===== src/rtl/mod_counter_if.sv =====
// rtl/mod_counter_if.sv - control/status bundle for the programmable-modulus counter
interface mod_counter_if #(
    parameter int WIDTH = 8
);
    logic             en;
    logic             up;
    logic             sat;
    logic             load;
    logic [WIDTH-1:0] load_val;
    logic [WIDTH-1:0] limit;
    logic [WIDTH-1:0] count;
    logic             tc;
    logic             wrap;
    logic             ovf;

    modport master (
        output en, up, sat, load, load_val, limit,
        input  count, tc, wrap, ovf
    );

    modport slave (
        input  en, up, sat, load, load_val, limit,
        output count, tc, wrap, ovf
    );
endinterface


===== src/rtl/mod_counter.sv =====
// rtl/mod_counter.sv - programmable-modulus up/down counter with wrap/saturate and cascade carry
module mod_counter #(
    parameter int               WIDTH     = 8,
    parameter logic [WIDTH-1:0] RESET_VAL = '0
) (
    input  logic          clk,
    input  logic          reset,
    mod_counter_if.slave  bus
);

    logic [WIDTH-1:0] count_q;
    logic             wrap_q;
    logic             ovf_q;

    // Terminal count: the counter is at its range end in the current direction
    // and would roll over on this edge; feeds the next stage's en.
    assign bus.tc = bus.en & ((bus.up & (count_q >= bus.limit)) |
                              (~bus.up & (count_q == '0)));

    assign bus.count = count_q;
    assign bus.wrap  = wrap_q;
    assign bus.ovf   = ovf_q;

    // Count state update: reset > load > en > hold; wrap is a one-edge pulse.
    always_ff @(posedge clk) begin
        if (reset) begin
            count_q <= RESET_VAL;
            wrap_q  <= 1'b0;
            ovf_q   <= 1'b0;
        end else if (bus.load) begin
            // Loads are clamped into range so the counter never starts above limit.
            count_q <= (bus.load_val > bus.limit) ? bus.limit : bus.load_val;
            wrap_q  <= 1'b0;
            ovf_q   <= 1'b0;
        end else if (bus.en) begin
            if (bus.up) begin
                if (count_q < bus.limit) begin
                    count_q <= count_q + WIDTH'(1);
                    wrap_q  <= 1'b0;
                end else if (bus.sat) begin
                    count_q <= bus.limit;
                    wrap_q  <= 1'b0;
                    ovf_q   <= 1'b1;
                end else begin
                    count_q <= '0;
                    wrap_q  <= 1'b1;
                    ovf_q   <= 1'b1;
                end
            end else begin
                if (count_q > bus.limit) begin
                    // limit was lowered below the current count: snap down, not an overflow.
                    count_q <= bus.limit;
                    wrap_q  <= 1'b0;
                end else if (count_q != '0) begin
                    count_q <= count_q - WIDTH'(1);
                    wrap_q  <= 1'b0;
                end else if (bus.sat) begin
                    wrap_q  <= 1'b0;
                    ovf_q   <= 1'b1;
                end else begin
                    count_q <= bus.limit;
                    wrap_q  <= 1'b1;
                    ovf_q   <= 1'b1;
                end
            end
        end else begin
            wrap_q <= 1'b0;
        end
    end

endmodule


===== src/flat_wrapper.sv =====
// flat-port wrapper written by rule: the top's interface ports become plain ports
module mod_counter_flat 
#(
    parameter int               WIDTH     = 8,
    parameter logic [WIDTH-1:0] RESET_VAL = '0
)
  (clk, reset, bus_en, bus_up, bus_sat, bus_load, bus_load_val, bus_limit, bus_count, bus_tc, bus_wrap, bus_ovf);
  mod_counter_if #(.WIDTH(WIDTH)) bus_i ();
  input  logic clk;
  input  logic reset;
  input wire logic [$bits(bus_i.en)-1:0] bus_en;
  input wire logic [$bits(bus_i.up)-1:0] bus_up;
  input wire logic [$bits(bus_i.sat)-1:0] bus_sat;
  input wire logic [$bits(bus_i.load)-1:0] bus_load;
  input wire logic [$bits(bus_i.load_val)-1:0] bus_load_val;
  input wire logic [$bits(bus_i.limit)-1:0] bus_limit;
  output wire logic [$bits(bus_i.count)-1:0] bus_count;
  output wire logic [$bits(bus_i.tc)-1:0] bus_tc;
  output wire logic [$bits(bus_i.wrap)-1:0] bus_wrap;
  output wire logic [$bits(bus_i.ovf)-1:0] bus_ovf;
  assign bus_i.en = bus_en;
  assign bus_i.up = bus_up;
  assign bus_i.sat = bus_sat;
  assign bus_i.load = bus_load;
  assign bus_i.load_val = bus_load_val;
  assign bus_i.limit = bus_limit;
  assign bus_count = bus_i.count;
  assign bus_tc = bus_i.tc;
  assign bus_wrap = bus_i.wrap;
  assign bus_ovf = bus_i.ovf;
  mod_counter #(.WIDTH(WIDTH), .RESET_VAL(RESET_VAL)) u_core (.clk(clk), .reset(reset), .bus(bus_i));
endmodule

===== config.mk =====
export PLATFORM = sky130hd
export DESIGN_NAME = mod_counter_flat
export DESIGN_NICKNAME = d
export VERILOG_FILES = /design/src/rtl/mod_counter_if.sv /design/src/rtl/mod_counter.sv /design/src/flat_wrapper.sv
export SDC_FILE = /design/constraint.sdc
export NUM_CORES = 1
export LEC_CHECK = 0
export BUFFER_PORTS_ARGS = -buffer_cell sky130_fd_sc_hd__buf_2
export CORE_MARGIN = 2
export CORE_UTILIZATION = 55
export CTS_CLUSTER_DIAMETER = 150
export CTS_CLUSTER_SIZE = 10
export DETAILED_ROUTE_END_ITERATION = 10
export GPL_ROUTABILITY_DRIVEN = 0
export PLACE_DENSITY = 0.8
export SYNTH_ARGS = -nofsm -noshare
export SYNTH_HDL_FRONTEND = slang
export SYNTH_SLANG_ARGS = --single-unit

===== constraint.sdc =====
create_clock -name clk -period 3.4 [get_ports clk]
set_clock_uncertainty 0.15 [all_clocks]
set_input_delay 0.51 -clock clk [delete_from_list [all_inputs] [get_ports clk]]
set_output_delay 0.51 -clock clk [all_outputs]
set_load 0.01 [all_outputs]

# Word-level counts from Yosys, hierarchy flattened
# Cells that the tools add are included.
word_totals:
  reg_bits: 10
  input_bits: 22
  output_inout_bits: 11
  wordCells: 44
op_classes:
  n_addsub: 2
  magnitude_cmp: 4
  eq_ne: 4
  n_mux: 18
  n_bitwise: 6
  reduce_logical: 7
ops:
  columns: ["cell", "count"]
  rows:
  - ["$mux W8", 9]
  - ["$gt A8 B8 Y1", 2]
  - ["$mux W1", 9]
  - ["$add A8 B1 Y8 const B", 1]
  - ["$ge A8 B8 Y1", 1]
  - ["$logic_not A8 Y1", 1]
  - ["$lt A8 B8 Y1", 1]
  - ["$reduce_bool A8 Y1", 1]
  - ["$sub A8 B1 Y8 const B", 1]
  - ["$ne A2 B2 Y1 const B", 3]
  - ["$ne A5 B2 Y1 const B", 1]
  - ["$reduce_and A4 Y1", 1]
  - ["$and A1 B1 Y1", 3]
  - ["$reduce_or A3 Y1", 1]
  - ["$not A1 Y1", 2]
  - ["$reduce_and A2 Y1", 1]
  - ["$reduce_bool A2 Y1", 1]
  - ["$reduce_or A2 Y1", 1]
  - ["$or A1 B1 Y1", 1]

# Longest topological paths before layout
# Gate-level depths: netlist of run 1.
logic_depth:
  depth_word: 6
  depth_mapped: 10
  ltp_nobuf: 9

# Worst setup path after synthesis of run 1
# Ideal clock, no wire load.
synth_timing:
  kind: "input port to flip-flop"
  from: "in bus_limit[7]"
  to: "reg u_core.count_q[2] (netlist: u_core.bus.count[2])"
  setup_ps: 88
  arrival_time_ps: 2479
  required_ps: 3162
  setup_slack_ps: 683
  path_stages: 9
  n_path_buf: 0
  path_cell_list: "inv_1 ha_1 nand2_1 or4_4 o21ai_4 o21ai_4 or3_1 a311o_1 o32ai_2"
synth_between:
  elab_chain_len: 5
  elab_cells_between_ends: 11
  cone_classes: "3 x order compare; 1 x eq/ne; 6 x mux; 1 x reduce/logical"
synth_rtl:
  columns: ["element", "line_no", "source"]
  rows:
  - ["start: declaration", "flat_wrapper.sv:16", "input wire logic [$bits(bus_i.limit)-1:0] bus_limit;"]
  - ["$gt A8 B8 Y1 or $lt A8 B8 Y1 (tied branches)", "mod_counter.sv:50, mod_counter.sv:37", null]
  - ["$mux W8 (on tied branches)", "mod_counter.sv:50, mod_counter.sv:37", null]
  - ["$mux W8", "mod_counter.sv:36", "if (bus.up) begin"]
  - ["$mux W8", "mod_counter.sv:35", "end else if (bus.en) begin"]
  - ["$mux W8", "mod_counter.sv:30", "end else if (bus.load) begin"]
  - ["end signal: assignment", "mod_counter.sv:32", "count_q <= (bus.load_val > bus.limit) ? bus.limit : bus.load_val;"]
  - ["end signal: assignment", "mod_counter.sv:38", "count_q <= count_q + WIDTH'(1);"]
  - ["end signal: assignment", "mod_counter.sv:52", "count_q <= bus.limit;"]
  - ["end: declaration", "mod_counter.sv:11", "logic [WIDTH-1:0] count_q;"]
# Parallel ways exist; a longest one is shown, timed or not. The select of a mux whose other input is x is not followed.
# A chain may end at the register's enable or synchronous reset.

# Worst setup path in the final report of run 1
layout_timing:
  from: "reg u_core.count_q[0] (netlist: u_core.bus.count[0])"
  to: "out bus_tc"
layout_between:
  elab_chain_len: 4
  elab_cells_between_ends: 6
  cone_classes: "1 x order compare; 4 x bitwise; 1 x reduce/logical"
layout_rtl:
  columns: ["element", "line_no", "source"]
  rows:
  - ["start signal: assignment", "mod_counter.sv:32", null]
  - ["start signal: assignment", "mod_counter.sv:38", null]
  - ["start signal: assignment", "mod_counter.sv:41", "count_q <= bus.limit;"]
  - ["$ge A8 B8 Y1 or $logic_not A8 Y1 (tied branches)", "mod_counter.sv:17, mod_counter.sv:18", null]
  - ["$and A1 B1 Y1 (on tied branches)", "mod_counter.sv:17, mod_counter.sv:18", null]
  - ["$or A1 B1 Y1 (*)", "mod_counter.sv:17", "assign bus.tc = bus.en & ((bus.up & (count_q >= bus.limit)) |"]
  - ["$and A1 B1 Y1 (*)", "mod_counter.sv:17", null]
  - ["end: declaration", "flat_wrapper.sv:18", "output wire logic [$bits(bus_i.tc)-1:0] bus_tc;"]
# Mark *: on every way between the ends. The rest lies on a longest branch, timed or not.

==> results of run 1 <==
## synth_stat cells (4+ instances only)
cell	count	area share
nand3_1	8	0.025
a211o_1	4	0.022
nor2_1	14	0.033
ha_1	19	0.15
a21oi_1	8	0.025
clkbuf_1	5	0.012
nand2_1	14	0.033
a31oi_1	7	0.028
xnor2_1	6	0.033
inv_1	17	0.040
dfxtp_1	10	0.13
nor3_1	7	0.022
mux2i_1	9	0.057
o21ai_0	7	0.022
## where the power goes
part | leakage (nW) | internal, mW | switching (mW)
clock | 0.0210 | 0.0652 | 0.0438
combinational | 0.708 | 0.154 | 0.203
sequential | 0.0827 | 0.131 | 0.0366
total | 0.811 | 0.350 | 0.283
## path summary, 6_finish.rpt
check                            from                  end  slack, ns  cells after the start
setup / recovery  u_core.bus.count[0]               bus_tc       0.29                      8
hold / removal                 bus_en      u_core.bus.wrap       0.35                      3
setup reg to reg  u_core.bus.count[0]  u_core.bus.count[6]       0.51                      9
hold reg to reg        u_core.bus.ovf       u_core.bus.ovf       0.37                      2
## cell families after synthesis
kind of cell	count (synthesis)	share of synthesized area
simple gates	66	0.232
compound gates	58	0.299
buf+inv	26	0.0706
fa+ha+maj	19	0.151
mux	11	0.0714
flops	10	0.127
xor+xnor	9	0.0500
## area by class of cell
class                      count  area (µm²)  share of cell area
sequential                    10         200               0.113
timing repair buffer          32         160              0.0907
clock buffer                   4        36.3              0.0206
tap                           31        38.8              0.0220
multi-input combinational    163        1270               0.717
inverter                      17        63.8              0.0361
## worst min-delay path, delay by kind of cell
kind,cells,cell delay (ns)
simple gates,2,0.10
buf+inv,1,0.12
## metal layers
| metal | global-route usage | vias up | part of all wire | wire length [µm] |
|---|---|---|---|---|
| li1 | - | 803 | - | - |
| met1 | 0.382 | 747 | 0.45 | 2000 |
| met2 | 0.445 | 66 | 0.46 | 2010 |
| met3 | 0.0635 | 13 | 0.068 | 301 |
| met4 | 0.0963 | 0 | 0.020 | 87 |
| met5 | 0 | - | 0 | 0 |
## metrics by stage
stage          std cells  setup WS, ns
6_report             257         0.290
3_5_place_dp         253         0.450
4_1_cts              257         0.329
5_1_grt              257         0.111
2_1_floorplan        199         0.683
3_3_place_gp         253         0.476
## flip-flops by register name, indices dropped and copies added (netlist names)
signal,flops
u_core.bus.wrap,1
u_core.bus.ovf,1
u_core.bus.count,8
==> results.cfg, run 1 <==
[run_status]
outcome = finished clean

[setup_path]
crit_path_top_delay_cell = dfxtp_1
cp_data_required_time_ns = 2.74
cp-start-kind = flop
arrival_ns = 2.45
worstSetupPathType = flop to output pin
cp_num_buf_inv = 2
critPathTopFamily = compound AO/OA/AOI/OAI gates
worstPathMaxFanout = 8
crit_path_end_kind = output pin
cpPeakStageDelay_ns = 0.48
path_cells = inv_1 -> ha_1 -> nand2b_1 -> a21oi_1 -> o21a_1 -> nor2_1 -> a31oi_1 -> buf_2

[detailed_routing]
wl_per_cell_um = 17.1
vias = 1629
wirelength_um = 4400
detail-route-antenna-nets = 0
drc = 0
via_per_inst = 6.34
drt_iter0_markers = 86
firstDrtPassIters = 6

[synthesis]
synth.cell_area_um2 = 1580
synth_seq_cells = 10
postSynthCellCount = 199
synth_edf_count = 0
ys.flop_type = dfxtp_1
ys_async_sr_fraction = 0
ys_seq_area_frac = 0.127
syn_avg_cell_area_um2 = 7.93
synth.distinct_cells = 57
synth_fp_nets = 240
yosysWarnings = 0

[finish]
final_cell_mix = buf_2, ha_1, inv_1, nand2_1, nor2_1
nNetsFinal = 268
diodes = 0
drive_gt1_frac = 0.248
final_util = 0.646
fillers = 248
layout_commonest_cell = buf_2
fin_area_um2 = 1770
syn_to_final_growth_pct = 11.9

[timing]
fin_tns_setup_ns = 0
relSlewSlack = 0.636
setup_viol = 0
max_freq_ghz = 0.322
fin_crit_ns = 3.11
timing.hold.ws_ns = 0.346
rsz0062_at_grt = no
hold_viol = 0
post-route-period-util = 0.915
slew_viol_final = 0
tightest_slew_ns = 0.541

[grt]
grt-ovfl-total = 0
grt_first_pass_wirelength_um = 7250
grt_pass1_vias = 1539
grt_antenna_before_repair = 0
grt_max_degree = 22
track_usage = 0.283

[floorplanning]
die_area_um2 = 3310
start_util = 0.577
fp.dieH_um = 57.6
top_level_ports = 33
rows = 19
design.core.area_um2 = 2730
die_x_um = 57.6

[power_and_ir_drop]
power_uw = 633
ir_worst_vdd_v = 0.000460
power.density_nw_per_um2 = 358
leakage_nw = 0.811

[placed_design]
portBuffers = 32
detailed_place.area_um2 = 1730
detailed_place_hpwl_um = 3440

[clocking]
cts_tree = done
cts_resized = 0
cts_root_buffer = clkbuf_4
clkSinkCount = 10
clk_path_buf_depth = 2
postCtsHoldBufs = 0
postCtsSetupBuffers = 0
cts_max_level = 1
cts.clk_slew.worst_paths_ns = 0.07
cts_inserted_buffers = 3
clock_latency_ns = 0.27

[worst_hold_path]
hold_path_class = input port to flop

[run]
maxCapViolations = 0
Note: power is estimated with default switching activity, not from simulation.
==> run 2: changes to the inputs <==
--- a/config.mk
+++ b/config.mk
@@ -6,7 +6,6 @@
 export NUM_CORES = 1
 export LEC_CHECK = 0
 export BUFFER_PORTS_ARGS = -buffer_cell sky130_fd_sc_hd__buf_2
-export CORE_MARGIN = 2
 export CORE_UTILIZATION = 55
 export CTS_CLUSTER_DIAMETER = 150
 export CTS_CLUSTER_SIZE = 10
==> run 2 against run 1 <==
- count of clock-buffer cells in the layout stayed put
- global-route usage grew 0.13 points
- critical path type unchanged
- sequential power barely moved
==> results.cfg, run 2 (synthesized netlist as in run 1, its figures left out) <==
[worst_hold_path]
hold_path_class = input port to flop
worstHoldStart = bus_en

[setup_path]
worstPathMaxFanout = 8
crit_path_end_kind = output pin
path_cells = inv_1 -> ha_1 -> nand2b_1 -> a21oi_1 -> o21a_1 -> nor2_1 -> a31oi_1 -> buf_2
cp-start-kind = flop
worstSetupPathType = flop to output pin
arrival_ns = 2.42
crit_path_top_delay_cell = dfxtp_1
cpPeakStageDelay_ns = 0.47
critical_path.startpoint = u_core.bus.count[0]
cp_data_required_time_ns = 2.74
reg2reg_from = u_core.bus.count[0]

[placed_design]
portBuffers = 32
place_ws_ns = 0.458
placedCellCount = 253
detailed_place_hpwl_um = 3270

[grt]
grt_first_pass_wirelength_um = 7020
track_usage = 0.285
grt_antenna_before_repair = 0
grt-ovfl-total = 0
grt_pass1_vias = 1535
grt_max_degree = 22

[timing]
post-route-period-util = 0.905
fin_tns_setup_ns = 0
setup_viol = 0
fin_crit_ns = 3.08
max_freq_ghz = 0.325
rsz0062_at_grt = no
tightest_slew_ns = 0.498
setup_ws_ns = 0.321
relSlewSlack = 0.667
hold_viol = 0
slew_viol_final = 0

[clocking]
postCtsSetupBuffers = 0
cts.clk_slew.worst_paths_ns = 0.06
cts_inserted_buffers = 3
cts_root_buffer = clkbuf_4
clk_path_buf_depth = 2
cts_resized = 0
clkSinkCount = 10
cts_tree = done
cts_max_level = 1
clock_latency_ns = 0.27
postCtsHoldBufs = 0

[finish]
syn_to_final_growth_pct = 11.9
final_cell_mix = buf_2, ha_1, inv_1, nand2_1, nor2_1
finalNonFillerCells = 257
drive_gt1_frac = 0.248
largest_reg_flops = 8
nNetsFinal = 268
diodes = 0
final_util = 0.646
layout_commonest_cell = buf_2

[detailed_routing]
drt_iter0_markers = 84
via_per_inst = 6.50
vias = 1671
drc = 0
wirelength_um = 4180
firstDrtPassIters = 4
detail-route-antenna-nets = 0
wl_per_cell_um = 16.2

[floorplanning]
top_level_ports = 33
rows = 19
start_util = 0.577
design.core.area_um2 = 2730
die_x_um = 55.6
fp.dieH_um = 55.6
die_area_um2 = 3090

[power_and_ir_drop]
power_uw = 628
ir_worst_vdd_v = 0.000395
power.density_nw_per_um2 = 356
leakage_nw = 0.811

[run_status]
outcome = finished clean

[run]
maxCapViolations = 0
## run 2: cell counts in the layout (fill, tap and decap cells not counted)
No cell type changed its count.
## run 2: critical path, delay by kind of cell, from the launching register on
kind | cells | cell delay [ns]
fa+ha+maj | 1 | 0.22
buf+inv | 2 | 0.35
flops | 1 | 0.47
simple gates | 2 | 0.30
compound gates | 3 | 0.81
## run 2: cell type report
| class | instances | area (µm²) |
|---|---|---|
| clock buffer | 4 | 36.3 |
| fill | 243 | 968 |
| inverter | 17 | 63.8 |
| multi-input combinational | 163 | 1270 |
| sequential | 10 | 200 |
| tap | 31 | 38.8 |
| timing repair buffer | 32 | 160 |
## run 2: path summary, 6_finish.rpt
path / end / slack, ns / cells after the start
worst max-delay path: bus_tc / 0.32 / 8
worst max register to register: u_core.bus.count[6] / 0.55 / 9
worst min register to register: u_core.bus.ovf / 0.36 / 2
worst min-delay path: u_core.bus.wrap / 0.35 / 3
## run 2: power breakdown
group	internal (mW)	switching [mW]	leakage [nW]
Sequential	0.131	0.0361	0.0827
Combinational	0.154	0.200	0.708
Clock	0.0651	0.0425	0.0210
## run 2: routing by layer
layer  GRT usage  share of wire
met1       0.392           0.44
met2       0.434           0.44
met3      0.0656          0.092
met4       0.100          0.034
met5           0              0
## run 2: stage by stage
step	cell area, µm²	hold WS [ns]
global route	1770	0.369
finish	1770	0.352
floorplan	1580	0.375
detailed placement	1730	0.350
CTS	1770	0.348
global placement	1730	0.357
